`config.mk`:
```
export PLATFORM = sky130hd
export DESIGN_NAME = s4ga_sync
export DESIGN_NICKNAME = d
export VERILOG_FILES = /design/src/rtl/s4ga_pkg.sv /design/src/rtl/s4ga_seg_ctl.sv /design/src/rtl/s4ga_sync.sv
export SDC_FILE = /design/constraint.sdc
export NUM_CORES = 1
export LEC_CHECK = 0
export CORE_ASPECT_RATIO = 1.25
export CORE_MARGIN = 2
export CORE_UTILIZATION = 59
export CTS_CLUSTER_SIZE = 28
export DETAILED_ROUTE_END_ITERATION = 7
export GPL_ROUTABILITY_DRIVEN = 0
export PLACE_DENSITY_LB_ADDON = 0.05
export SLEW_MARGIN = 10
export SYNTH_ARGS = -nofsm -noshare
export SYNTH_HDL_FRONTEND = slang
export SYNTH_SLANG_ARGS = --single-unit
export TNS_END_PERCENT = 1
```
`constraint.sdc`:
```
create_clock -name clk -period 3.5 [get_ports clk]
set_input_delay 0.35 -clock clk [delete_from_list [all_inputs] [get_ports clk]]
set_output_delay 0.35 -clock clk [all_outputs]
set_load 0.01 [all_outputs]
```
`src/rtl/s4ga_pkg.sv`:
```
// Shared sizing helpers, evaluation-mode enum and index decode constants for the
// second-generation serially configured LUT fabric.
package s4ga_pkg;

  typedef enum logic {
    SEQ  = 1'b0,
    SYNC = 1'b1
  } mode_e;

  // Index decode codes; the top module slices the low N_W bits.
  localparam logic [31:0] IDX_ONE = 32'hFFFF_FFFF;
  localparam logic [31:0] IDX_Q   = 32'hFFFF_FFFE;

  function automatic int segs(input int w, input int si_w);
    return (w + si_w - 1) / si_w;
  endfunction

  function automatic int n_w(input int n, input int i);
    return $clog2(n + i + 2);
  endfunction

  function automatic int mask_w(input int k);
    return 1 << k;
  endfunction

  function automatic int idx_segs(input int n, input int i, input int si_w);
    return segs(n_w(n, i), si_w);
  endfunction

  function automatic int mask_segs(input int k, input int si_w);
    return segs(mask_w(k), si_w);
  endfunction

  function automatic int ll(input int n, input int k, input int i, input int si_w);
    return k * idx_segs(n, i, si_w) + mask_segs(k, si_w);
  endfunction

endpackage

```
`src/rtl/s4ga_seg_ctl.sv`:
```
// LUT/field/segment counters for the configuration stream. Only valid beats
// advance state; the strobes describe the beat being consumed this cycle.
module s4ga_seg_ctl #(
  parameter int N         = 7,
  parameter int K         = 3,
  parameter int IDX_SEGS  = 1,
  parameter int MASK_SEGS = 2,
  parameter int N_CW      = (N > 1) ? $clog2(N) : 1
) (
  input  logic            clk,
  input  logic            rst,
  input  logic            si_valid,
  output logic [N_CW-1:0] n,
  output logic            field_done,
  output logic            lut_done,
  output logic            frame_done
);

  localparam int K_CW    = $clog2(K + 1);
  localparam int SEG_MAX = (IDX_SEGS > MASK_SEGS) ? IDX_SEGS : MASK_SEGS;
  localparam int SC_W    = (SEG_MAX > 1) ? $clog2(SEG_MAX) : 1;

  logic [K_CW-1:0] k;
  logic [SC_W-1:0] seg;
  logic            in_mask;
  logic            last_seg;

  assign in_mask    = (k == K_CW'(K));
  assign last_seg   = in_mask ? (seg == SC_W'(MASK_SEGS - 1))
                              : (seg == SC_W'(IDX_SEGS - 1));
  assign field_done = si_valid && !in_mask && last_seg;
  assign lut_done   = si_valid && in_mask && last_seg;
  assign frame_done = lut_done && (n == N_CW'(N - 1));

  // NOTE: state registers use non-blocking assignments so every counter sees
  // the pre-edge values of the others.
  always_ff @(posedge clk) begin
    if (rst) begin
      n   <= '0;
      k   <= '0;
      seg <= '0;
    end else if (si_valid) begin
      if (last_seg) begin
        seg <= '0;
        if (in_mask) begin
          k <= '0;
          n <= frame_done ? '0 : n + 1'b1;
        end else begin
          k <= k + 1'b1;
        end
      end else begin
        seg <= seg + 1'b1;
      end
    end
  end

endmodule

```
`src/rtl/s4ga_sync.sv`:
```
// Serially configured LUT fabric: decodes index fields into a K-bit input
// vector and evaluates one LUT per received record, in place or double-buffered.
module s4ga_sync
  import s4ga_pkg::*;
#(
  parameter int N    = 7,
  parameter int K    = 3,
  parameter int I    = 2,
  parameter int O    = 2,
  parameter int SI_W = 4,
  parameter int MODE = 0
) (
  input  logic            clk,
  input  logic            rst,
  input  logic [SI_W-1:0] si,
  input  logic            si_valid,
  input  logic [I-1:0]    inputs,
  output logic [O-1:0]    outputs,
  output logic            frame
);

  localparam int    N_W       = n_w(N, I);
  localparam int    MASK_W    = mask_w(K);
  localparam int    IDX_SEGS  = idx_segs(N, I, SI_W);
  localparam int    MASK_SEGS = mask_segs(K, SI_W);
  localparam int    MAX_W     = (N_W > MASK_W) ? N_W : MASK_W;
  localparam int    SR_W      = (MAX_W > SI_W) ? (MAX_W - SI_W) : 1;
  localparam int    N_CW      = (N > 1) ? $clog2(N) : 1;
  localparam mode_e MODE_E    = mode_e'(MODE[0]);

  logic [N_CW-1:0]      n;
  logic                 field_done, lut_done, frame_done;
  logic [SR_W-1:0]      sr;
  logic [SR_W+SI_W-1:0] sr_cat;
  logic [N_W-1:0]       idx;
  logic [MASK_W-1:0]    mask;
  logic [K-1:0]         ins;
  logic [N-1:0]         cur, nxt, upd;
  logic                 q, dec, lut;

  s4ga_seg_ctl #(
    .N        (N),
    .K        (K),
    .IDX_SEGS (IDX_SEGS),
    .MASK_SEGS(MASK_SEGS),
    .N_CW     (N_CW)
  ) u_seg_ctl (
    .clk       (clk),
    .rst       (rst),
    .si_valid  (si_valid),
    .n         (n),
    .field_done(field_done),
    .lut_done  (lut_done),
    .frame_done(frame_done)
  );

  // Fields end on the current beat, so each is the low bits of {sr, si}.
  assign sr_cat = {sr, si};
  assign idx    = sr_cat[N_W-1:0];
  assign mask   = sr_cat[MASK_W-1:0];
  assign lut    = mask[ins];

  // NOTE: every always_comb output gets a default first so no latch is inferred.
  always_comb begin
    dec = 1'b0;
    for (int j = 0; j < N; j++)
      if (idx == N_W'(j)) dec = cur[j];
    for (int j = 0; j < I; j++)
      if (idx == N_W'(N + j)) dec = inputs[j];
    if (idx == IDX_Q[N_W-1:0])   dec = q;
    if (idx == IDX_ONE[N_W-1:0]) dec = 1'b1;
  end

  // Frame image with the LUT being evaluated merged in.
  always_comb begin
    upd = (MODE_E == SYNC) ? nxt : cur;
    for (int j = 0; j < N; j++)
      if (n == N_CW'(j)) upd[j] = lut;
  end

  // NOTE: the LUT value arrays are reset so a frame after reset starts from zeros.
  always_ff @(posedge clk) begin
    if (rst) begin
      cur     <= '0;
      nxt     <= '0;
      ins     <= '0;
      q       <= 1'b0;
      sr      <= '0;
      outputs <= '0;
      frame   <= 1'b0;
    end else begin
      frame <= frame_done;
      if (si_valid)   sr  <= sr_cat[SR_W-1:0];
      if (field_done) ins <= {ins[K-2:0], dec};
      if (lut_done) begin
        q <= mask[ins[K-2:0]];
        if (MODE_E == SYNC) nxt <= upd;
        else                cur <= upd;
      end
      if (frame_done) begin
        outputs <= upd[N-1 -: O];
        if (MODE_E == SYNC) cur <= upd;
      end
    end
  end

endmodule

```
Yosys cells after proc, flatten, opt, wreduce, memory -nomap -nowiden
Cells that the tools add are included.

Bits in registers: 24. Bits in latches: 0. Bits in writable memories: 0. Memory bits (read-only): 0. Memories kept: 0.

Add/subtract/negate cells: 3. Multipliers: 0. Div/mod/pow operators: 0. $lt $le $gt $ge: 2. Equal/unequal tests: 17. Shifts and indexed selects: 0. Muxes and demuxes: 21. Bitwise operators: 1. Reductions and logical operators: 15.

Operator list (number): 1-bit 2-to-1 mux (17); 4-bit by 3-bit equality test with 1-bit output, second input constant (4); 4-bit equality test, second input constant (3); 2-bit AND reduction (6); 3-bit equality test, second input constant (3); 4-bit by 2-bit equality test with 1-bit output, second input constant (2); 3-bit by 2-bit equality test with 1-bit output, second input constant (2); 1-bit logical AND (5); 4-bit by 1-bit equality test with 1-bit output, second input constant (1); 4-bit zero test (1); 2-bit by 4-bit less-than comparator with 1-bit output, second input constant (1); 3-bit by 4-bit less-than comparator with 1-bit output, second input constant (1); 3-bit by 1-bit adder with 3-bit output, second input constant (1); 1-bit binary-select mux with 3-bit select (1); 3-bit by 1-bit equality test with 1-bit output, second input constant (1); 3-bit zero test (1); 3-bit 2-to-1 mux (1); 3-bit AND reduction (1); 2-bit by 1-bit adder with 2-bit output, second input constant (1); 1-bit binary-select mux with 2-bit select (1); 2-bit equality test, second input constant (1); 2-bit 2-to-1 mux (1); 1-bit adder, second input constant (1); 1-bit zero test (1); 1-bit inverter (1).

Logic depth before layout (Yosys ltp)
Gate-level depths: netlist of run 1.

Word-level depth: 12. Gate-level depth with buffers: 7. Mapped depth without buffers: 6.

By module
A second synthesis of run 1 with hierarchy kept.

Cell total of the unflattened synthesis: 128. Area, all modules: 1206.2 um^2.

Modules (own cells, without submodules): s4ga_sync (times used 1, cells an instance 91, area an instance 875.8 um^2, sequential area each 360.3 um^2); s4ga_seg_ctl (times used 1, cells an instance 37, area an instance 330.3 um^2, sequential area each 120.1 um^2).

Least setup slack after synthesis of run 1
Ideal clock, no wire load.

Kind: register -> register. Start point: register u_seg_ctl.k[0]. End point: register outputs[0]. Data arrival time: 1.750 ns. Data required time: 3.367 ns. Path slack: 1.617 ns. Stages on the path, launching flop included: 8. Path buffers: 1. Clock period less this slack: 1.883 ns. Path through: dfxtp_1 ha_1 ha_1 and3_1 clkbuf_1 nand3_1 mux2i_1 o32ai_2.

Cells in the longest elaborated chain, start to end: 4. Elaborated cells between the ends (all ways): 5. Classes of those cells: eq/ne: 1; mux: 1; reduce/logical: 3.

RTL lines: from (decl) (line s4ga_seg_ctl.sv:23) `logic [K_CW-1:0] k;`; from (signal assigned) (line s4ga_seg_ctl.sv:49) `k <= k + 1'b1;`; 2-bit equality test * (line s4ga_seg_ctl.sv:28) `assign in_mask = (k == K_CW'(K));`; 1-bit 2-to-1 mux or 1-bit logical AND (tied branches) (line s4ga_seg_ctl.sv:29, s4ga_seg_ctl.sv:32); 1-bit logical AND * (line s4ga_seg_ctl.sv:32) `assign lut_done = si_valid && in_mask && last_seg;`; 1-bit logical AND * (line s4ga_seg_ctl.sv:33) `assign frame_done = lut_done && (n == N_CW'(N - 1));`; to (signal assigned) (line s4ga_sync.sv:101) `outputs <= upd[N-1 -: O];`; to (decl) (line s4ga_sync.sv:18) `output logic [O-1:0] outputs,`.

Mark *: on every way between the ends. The rest lies on a longest branch, timed or not. A chain may end at the register's enable or synchronous reset.

Worst setup path in the final report of run 1
Ends and elaborated chain as after synthesis.

==> summary.md, run 1 <==
| Metric | Value |
|---|---|
| DP Area | 1270 µm² |
| Cts bufs inserted | 3 |
| Max-slew violations | 0 |
| Cell taking the most area after synthesis | dfxtp_1 |
| HPWL after detailed placement | 1703 µm |
| GRT Total Usage | 20.60% |
| Max_slew headroom | 44.57% |
| IO Port Bufs | 11 |
| Worst Tran Pin Value | 828.8 ps |
| Die area | 2355 µm² |
| Max-cap viol count | 0 |
| Synth Flop Type | dfxtp_1 |
| Post-synthesis sequential area ratio | 41.11% |
| Htree depth | 1 |
| Startpoint Class | flop |
| Clock slew at reported path FFs | 120 ps |
| CTS Hold Bufs | 0 |
| Fraction of layout cells with a size suffix above 1 | 3.676% |
| Library cells used by synthesis | 26 |
| Reg2Reg Launch Point | u_seg_ctl.k[0]$_SDFFE_PP0P_ |
| P per Cell Area | 347.1 nW/µm² |
| Cell mode on critical path | ha_1 |
| Total Nets Final | 154 |
| Cells on worst reg2reg path | 6 |
| Mapped Cells | 128 |
| Ports | 12 |
| Total core area | 1914 µm² |
| Synth warn | 0 |
| Hold Path Cell Cnt | 2 |
| Initial core utilization | 61.05% |
| Fin cells | 156 |
| Post-synth EDFFs | 0 |
| Final critical-path share of the clock period | 60.06% |
| Die width | 43.81 µm |
| Delay of the slowest critical-path stage | 380 ps |
| WS Path Type | reg -> reg |
| Synth top area share | 41.11% |
| Critical Path AT | 2270 ps |
| CTS tree | yes |
| Vias per cell | 5.865 |
| Final Hold Viols | 0 |
| Critical path required time | 3670 ps |
| Post-cts repair resize count | 0 |
| Syn Area/Cell | 9.130 µm² |
| Die H | 53.76 µm |
| Hold WC Path Type | reg -> reg |
| Hold EP | outputs[1]$_SDFFE_PP0P_ |
| Postcts setup bufs | 0 |
| Met2 Track Usage GR | 35.54% |
| Leading post-synthesis cells by cell area | dfxtp_1, ha_1, mux2i_1, nand2_1, mux4_1 |
| Placed Instances | 153 |
| Setup TNS | 0 ps |
| Total number of vias | 915 |
| FILL cells | 166 |
| # diodes | 0 |
| Netlist Area Pre-Place | 1169 µm² |
| # clock sinks | 24 |
| DRC Markers | 0 |
| Leak Pwr | 0.0004824 µW |
| Global route overflow | 0 |
| Ys async rst share | 0% |
| Max VDD drop | 0.2151 mV |
| Clock root buffer | clkbuf_4 |
| Yosys reg bits | 24 |
| Number of global-route vias before repair | 817 |
| Routed len/inst | 14.47 µm |
| Cells along the critical path | ha_1 > ha_1 > and3_1 > nand3_1 > mux2i_1 > o32ai_2 |
| Initial DRC count | 13 |
| Row cnt | 18 |
| Clock buffer depth | 2 |
| Syn_nets | 144 |
| Fmax | 475.7 MHz |
| Layout area overhead | 10.60% |
| Critical hold path startpoint | outputs[1]$_SDFFE_PP0P_ |
| Crit. End Element | flop |
| Flop2flop setup slack | 1400 ps |
| Worst-Skew Late Latency | 310 ps |
| Most used routing layer | met2 |
| Final WL | 2258 µm |
| Global-route wire length before repair | 3567 µm |
| RSZ-0062 raised after global routing | false |
| Crit-path max FO | 8 |
| Status | completed |
| GR Util met1 | 26.57% |
| Slowest cell on crit path | ha_1 |
| FF-to-FF End | outputs[0]$_SDFFE_PP0P_ |
| Post-layout instance area | 1292 µm² |
| Clock Skew | 6.285 ps |
| M3 GR Usage | 2.013% |
| Post-layout min period | 2102 ps |
| Final antenna-violating net count | 0 |
| Initial antenna violation count | 0 |
| Largest net degree at the start of global routing | 25 |
| Final setup violation count | 0 |
| DRT Pass-1 Iters | 4 |
sequential cells by signal, indices dropped and copies added, names as in the netlist:
| name | count |
|---|---|
| ins | 3 |
| q | 1 |
| u_seg_ctl.n | 3 |
| outputs | 2 |
| sr | 4 |
| cur | 7 |
| u_seg_ctl.k | 2 |
| u_seg_ctl.seg | 1 |
| frame | 1 |
critical path, delay by kind of cell, from the launching register on:
| family | cells | cell delay, ps |
|---|---|---|
| adder cells (fa/ha/maj) | 2 | 660 |
| flip-flops | 1 | 350 |
| AO/OA/AOI/OAI | 1 | 100 |
| multiplexers | 1 | 240 |
| AND/OR/NAND/NOR | 2 | 610 |
how the worst max path moves through the flow:
stage / start / endpoint / slack (ps) / depth (start not counted)
finish: u_seg_ctl.k[0]$_SDFFE_PP0P_ / outputs[0]$_SDFFE_PP0P_ / 1400 / 6
CTS: u_seg_ctl.k[0]$_SDFFE_PP0P_ / outputs[0]$_SDFFE_PP0P_ / 1390 / 6
detailed placement: si_valid / outputs[0]$_SDFFE_PP0P_ / 1240 / 5
floorplan: u_seg_ctl.k[0]$_SDFFE_PP0P_ / outputs[0]$_SDFFE_PP0P_ / 1620 / 7
global route: u_seg_ctl.k[0]$_SDFFE_PP0P_ / outputs[0]$_SDFFE_PP0P_ / 1230 / 6
global placement: si_valid / outputs[0]$_SDFFE_PP0P_ / 1280 / 5
where the power goes:
group	internal, µW	switching (µW)	leakage, µW
Clock	40.3	75.8	0.0000138
Sequential	280	4.98	0.000195
Combinational	23.5	24.3	0.000274
Total	344	105	0.000482
kinds of logic (layout without fill, tap and decap cells):
kind of cell	Yosys count	after routing	share of synthesized area [%]
AOI/OAI and AO/OA	26	26	13.06
DFF	24	24	41.11
and+or+nand+nor	49	49	20.56
adders and majority gates	7	7	7.494
muxes	11	11	13.28
buffers and inverters	11	19	4.497
cells in the final DEF, fill, tap and decap left out, types with 3 or more instances in the layout:
cell type / count
a21oi_1: 9
clkbuf_4: 3
clkdlybuf4s50_1: 11
dfxtp_1: 24
ha_1: 7
inv_1: 5
mux2i_1: 8
nand2_1: 17
nand3_1: 6
nand3b_1: 7
nor2_1: 11
o21ai_0: 9
metal layers:
metal	vias to the layer above	routed length (µm)	share of wire (%)
met5	-	0	0
met4	0	32	1.4
met3	5	70	3.1
met2	13	1133	50
met1	425	1022	45
li1	472	-	-
synth_stat cells, drive strengths merged, types with 2 or more instances:
master and number:
mux2i 8, mux4 3, nor3 2, buf 2, nand3b 7, inv 5
nor2 11, ha 7, a31oi 2, nand2 17, nand3 6, o21ai 11
o211ai 2, a21oi 9, and3 2, dfxtp 24, clkbuf 4
final cells by class:
cell class / count / area (µm²) / area share, %
well taps: 20 / 25.02 / 1.936
repair buffers: 11 / 110.1 / 8.519
multi-input cells: 93 / 635.6 / 49.18
inverters: 5 / 18.77 / 1.452
flip-flops and latches: 24 / 480.5 / 37.17
clock buffers: 3 / 22.52 / 1.742
metrics by stage:
step / total power (µW) / setup slack (ps) / utilization (%) / hold slack [ps]
floorplan: 321.8 / 1617 / - / 419.9
global placement: 337.5 / 1283 / 66.34 / 441.3
detailed placement: 338.9 / 1237 / 66.34 / 456.9
CTS: 452.7 / 1386 / 67.52 / 473.8
global route: 467.5 / 1233 / 67.52 / 492.9
finish: 448.6 / 1398 / 67.52 / 471.0
(Power assumes the default switching activity.)
==> run 2, diff against run 1 <==
- CORE_UTILIZATION: 59 -> 54
- clock period: 3.5 -> 2 ns (I/O delays scaled with it)
==> summary.md, run 2 (synthesis gave the netlist of run 1 again) <==
| Metric | Value |
|---|---|
| Reg with most FFs | cur |
| Ports | 12 |
| DRT Pass-1 Iters | 4 |
| Die area | 2555 µm² |
| Htree depth | 1 |
| Final antenna-violating net count | 0 |
| CP Depth | 4 |
| Final WS setup | 213.9 ps |
| Gate power share | 11.4% |
| Total Nets Final | 163 |
| Die H | 56.01 µm |
| Setup TNS | 0 ps |
| # clock sinks | 24 |
| Cells on worst reg2reg path | 4 |
| Registers with the most flip-flops | cur (7), sr (4) |
| Routed len/inst | 14.34 µm |
| Post-layout instance area | 1374 µm² |
| Max-slew violations | 0 |
| Critical hold path startpoint | u_seg_ctl.k[1]$_SDFFE_PP0P_ |
| Cells along the critical path | mux4_1 > mux2i_1 > or2_1 > o21ai_0 |
| Global-route wire length before repair | 4112 µm |
| HPWL after detailed placement | 1843 µm |
| Post-cts repair resize count | 0 |
| Global route overflow | 0 |
| Int Pwr | 651.6 µW |
| Row cnt | 18 |
| Final critical-path share of the clock period | 89.31% |
| Clock Skew | 6.169 ps |
| Post-layout min period | 1786 ps |
| Max_slew headroom | 81.24% |
| Postcts setup bufs | 0 |
| Clock slew at reported path FFs | 130 ps |
| Hold WC Path Type | reg -> reg |
| Startpoint Class | flop |
| FILL cells | 165 |
| DRC Markers | 0 |
| Fraction of layout cells with a size suffix above 1 | 10.27% |
| Cts bufs inserted | 3 |
| Critical path required time | 2200 ps |
| Pre-CTS setup slack | 92.13 ps |
| Critical Path AT | 1990 ps |
| Final WL | 2380 µm |
| CTS tree | yes |
| Reg2Reg Launch Point | ins[0]$_SDFFE_PP0P_ |
| # diodes | 0 |
| Total core area | 2004 µm² |
| Status | completed |
| Clock power frac | 29.9% |
| Final Hold Viols | 0 |
| Seq pwr share | 58.7% |
| Max FFs per register | 7 |
| Initial DRC count | 21 |
| Max-cap viol count | 0 |
| Crit-path max FO | 9 |
| Clock buffer depth | 2 |
| Initial antenna violation count | 0 |
| IO Port Bufs | 11 |
| Initial core utilization | 58.30% |
| P per Cell Area | 618.4 nW/µm² |
| GRT Total Usage | 22.18% |
| Flop2flop setup slack | 210 ps |
| Worst-Skew Late Latency | 320 ps |
| Final setup violation count | 0 |
| Switching share of power | 23.30% |
| Most frequent cells in the layout | dfxtp_1, nand2_1, nor2_1, clkdlybuf4s50_1 |
| Max VDD drop | 0.6516 mV |
| Clock root buffer | clkbuf_4 |
| Most common cell after layout, fill and taps aside | dfxtp_1 |
| Crit. End Element | flop |
| RSZ-0062 raised after global routing | false |
| Hold Slack | 478.8 ps |
| Number of global-route vias before repair | 952 |
| FF-to-FF End | cur[4]$_SDFFE_PP0P_ |
| Delay of the slowest critical-path stage | 620 ps |
| Largest net degree at the start of global routing | 15 |
| Crit path from | ins[0]$_SDFFE_PP0P_ |
| Slowest cell on crit path | mux4_1 |
| WS Path Type | reg -> reg |
| Crit path to | cur[4]$_SDFFE_PP0P_ |
| Delay-heaviest family, CP | multiplexers |
| Critical path buffers and inverters | 0 |
| DP Area | 1338 µm² |
| CTS Hold Bufs | 0 |
| Die width | 45.61 µm |
| Worst Tran Pin Value | 280.4 ps |
| P_sw | 198.0 µW |
| Final design utilization | 68.54% |
| Fmax | 559.9 MHz |
| Layout area overhead | 17.56% |
| Vias per cell | 5.825 |
| Leak Pwr | 0.0005341 µW |
| Total number of vias | 967 |
[run 2: cell count changes in the layout (fill, tap and decap cells not counted), sizes merged]
cell	previous run	this run
buf	0	9
clkbuf	3	4
[run 2: worst min path at each step]
stage | end | slack (ps) | cells past startpoint
floorplan | sr[1]$_SDFFE_PP0P_ | 350 | 2
global placement | cur[6]$_SDFFE_PP0P_ | 440 | 2
detailed placement | outputs[1]$_SDFFE_PP0P_ | 450 | 2
CTS | cur[6]$_SDFFE_PP0P_ | 480 | 2
global route | outputs[1]$_SDFFE_PP0P_ | 500 | 2
finish | u_seg_ctl.k[1]$_SDFFE_PP0P_ | 480 | 2
[run 2: worst reg2reg max path: stages (launching register included)]
cell	delay, ps
dfxtp_1	450
mux4_1	620
mux2i_1	170
or2_1	280
o21ai_0	160
[run 2: cell type report]
cell class / instances / area, µm² / share of cell area, %
flip-flops and latches: 24 / 480.5 / 34.97
well taps: 20 / 25.02 / 1.821
multi-input cells: 93 / 635.6 / 46.27
clock buffers: 4 / 36.28 / 2.641
inverters: 5 / 18.77 / 1.366
repair buffers: 20 / 177.7 / 12.93
[run 2: metal layers]
| layer | vias to the layer above | GRT usage, % | share of wire (%) |
|---|---|---|---|
| met2 | 23 | 36.82 | 51 |
| li1 | 490 | - | - |
| met1 | 450 | 26.06 | 44 |
| met4 | 0 | 12.18 | 2.4 |
| met5 | - | 0 | 0 |
| met3 | 4 | 2.922 | 2.8 |
[run 2: per-stage QoR]
step | instances | power [µW]
final | 166 | 849.5
after global routing | 166 | 893.0
after CTS | 166 | 855.3
after detailed placement | 162 | 605.5
after global placement | 162 | 602.1
after floorplan | 128 | 563.1
[run 2: power groups by stage]
stage               clock [µW]  sequential (µW)  combinational, µW
floorplan                    0              506               56.8
global placement             0              509               93.5
detailed placement           0              509               96.2
CTS                        260              499               96.9
global route               284              500                109
finish                     254              499               96.5
==> run 3, diff against run 2 <==
--- a/config.mk
+++ b/config.mk
@@ -12,4 +12,5 @@
 export DETAILED_ROUTE_END_ITERATION = 7
 export GPL_ROUTABILITY_DRIVEN = 0
+export GPL_TIMING_DRIVEN = 0
 export PLACE_DENSITY_LB_ADDON = 0.05
 export SLEW_MARGIN = 10
==> constraint.sdc (replaced) <==
create_clock -name clk -period 2 [get_ports clk]
set_input_delay 0.2 -clock clk [delete_from_list [all_inputs] [get_ports clk]]
set_output_delay 0.2 -clock clk [all_outputs]
set_load 0.02 [all_outputs]
==> summary.md, run 3 (synthesis gave the netlist of run 1 again) <==
| Metric | Value |
|---|---|
| Hold WC Path Type | in -> reg |
| DRC Markers | 0 |
| Delay of the slowest critical-path stage | 350 ps |
| Cells along the critical path | ha_1 > ha_4 > and3_4 > nand3_2 > mux2i_1 > o32ai_2 |
| Final antenna-violating net count | 0 |
| DRT Pass-1 Iters | 4 |
| Initial core utilization | 58.30% |
| Initial antenna violation count | 0 |
| Final design utilization | 66.60% |
| Worst-Skew Late Latency | 300 ps |
| IO Port Bufs | 10 |
| Crit. End Element | flop |
| Max FFs per register | 7 |
| # diodes | 0 |
| Post-layout min period | 1819 ps |
| Hold Path Cell Cnt | 3 |
| WS Path Type | reg -> reg |
| Final Hold Viols | 0 |
| Registers with the most flip-flops | cur (7), sr (4) |
| Critical Path AT | 2000 ps |
| Total core area | 2004 µm² |
| Final setup violation count | 0 |
| Reg2Reg Launch Point | u_seg_ctl.k[0]$_SDFFE_PP0P_ |
| Htree depth | 1 |
| FF-to-FF End | outputs[0]$_SDFFE_PP0P_ |
| HPWL after detailed placement | 1691 µm |
| Delay-heaviest family, CP | adder cells |
| Max-slew violations | 0 |
| Multi-input logic area | 658.1 µm² |
| Die width | 45.61 µm |
| Fin cells | 160 |
| Die area | 2555 µm² |
| FILL cells | 177 |
| Switching share of power | 23.71% |
| Fraction of layout cells with a size suffix above 1 | 7.143% |
| Crit path from | u_seg_ctl.k[0]$_SDFFE_PP0P_ |
| Row cnt | 18 |
| Final WL | 2282 µm |
| Placed Instances | 158 |
| Worst Tran Pin Value | 498.4 ps |
| Clock buffer depth | 2 |
| Clock root buffer | clkbuf_4 |
| Startpoint Class | flop |
| Hold EP | u_seg_ctl.k[1]$_SDFFE_PP0P_ |
| Flop2flop setup slack | 180 ps |
| Initial DRC count | 16 |
| Postcts setup bufs | 0 |
| Clock power frac | 25.7% |
| Slowest cell on crit path | dfxtp_1 |
| Critical path buffers and inverters | 0 |
| Max_slew headroom | 66.77% |
| Largest net degree at the start of global routing | 13 |
| Global-route wire length before repair | 3781 µm |
| # clock sinks | 24 |
| Status | completed |
| Most common cell after layout, fill and taps aside | dfxtp_1 |
| Clock Skew | 1.227 ps |
| Gate power share | 11.5% |
| Ports | 12 |
| Die H | 56.01 µm |
| Clock slew at reported path FFs | 120 ps |
| Cts bufs inserted | 3 |
| RSZ-0062 raised after global routing | false |
| Crit-path max FO | 8 |
| Number of global-route vias before repair | 907 |
| Fmax | 549.8 MHz |
| Reg with most FFs | cur |
| Max-cap viol count | 0 |
| Final critical-path share of the clock period | 90.94% |
| Total number of vias | 939 |
| CTS tree | yes |
| Leak Pwr | 0.0004917 µW |
| CTS Hold Bufs | 0 |
| Cells on worst reg2reg path | 6 |
| Max VDD drop | 0.3695 mV |
| Total Nets Final | 158 |
| Critical path required time | 2180 ps |
| Vias per cell | 5.869 |
| GRT Total Usage | 20.01% |
| P_sw | 188.2 µW |
| Reg area | 480.5 µm² |
| Most frequent cells in the layout | dfxtp_1, nand2_1, nor2_1 |
| P per Cell Area | 594.5 nW/µm² |
| Global route overflow | 0 |
| Layout area overhead | 14.24% |
| Seq pwr share | 62.7% |
| Routed len/inst | 14.26 µm |
| Int Pwr | 605.4 µW |
| Critical hold path startpoint | si_valid |
[run 3: power by group through the flow]
stage	Sequential [µW]	Combinational, µW	Clock (µW)
final	498	91.4	204
after CTS	498	90.3	210
after detailed placement	509	90.0	0
after global placement	508	88.4	0
after floorplan	506	56.8	0
after global routing	499	102	231
[run 3: what timing repair did]
item,4_1_cts,5_1_grt
gates cloned,0,0
gates resized for setup,1,3
endpoints found under the setup margin,1,1
[run 3: worst max-delay path by stage]
stage	end	slack (ps)	cells after the start
2_1_floorplan	outputs[0]$_SDFFE_PP0P_	120	7
6_report	outputs[0]$_SDFFE_PP0P_	180	6
4_1_cts	outputs[0]$_SDFFE_PP0P_	30	6
3_5_place_dp	outputs[0]$_SDFFE_PP0P_	-150	7
3_3_place_gp	outputs[0]$_SDFFE_PP0P_	-90	7
5_1_grt	outputs[0]$_SDFFE_PP0P_	70	6
[run 3: per-stage QoR]
step | power, µW | instance area, µm² | TNS [ps] | setup slack, ps | hold WS (ps)
after floorplan | 563.1 | 1169 | 0 | 116.8 | 346.8
after global placement | 596.7 | 1294 | -90.49 | -90.49 | 444.5
after detailed placement | 598.7 | 1294 | -151.0 | -151.0 | 453.1
after CTS | 798.2 | 1314 | 0 | 26.05 | 219.2
after global routing | 831.7 | 1335 | 0 | 68.92 | 227.4
final | 793.6 | 1335 | 0 | 181.1 | 225.7
[run 3: cell type report]
type,count,share of cell area (%)
Multi-Input combinational cell,93,49.30
Inverter,5,1.406
Timing Repair Buffer,10,7.498
Sequential cell,24,35.99
Tap cell,20,1.874
Buffer,5,2.249
Clock buffer,3,1.687
[run 3: worst reg2reg max path: cells and delay by family (launching register included)]
kind	cells	cell delay (ps)
fa+ha+maj	2	630
simple gates	2	390
flops	1	350
mux	1	220
compound gates	1	110
[run 3: layer usage]
layer	vias up	track usage, %	wire (µm)
li1	480	-	-
met1	443	24.44	1038
met2	14	34.00	1163
met3	2	2.922	61
met4	0	7.143	18
met5	-	0	0
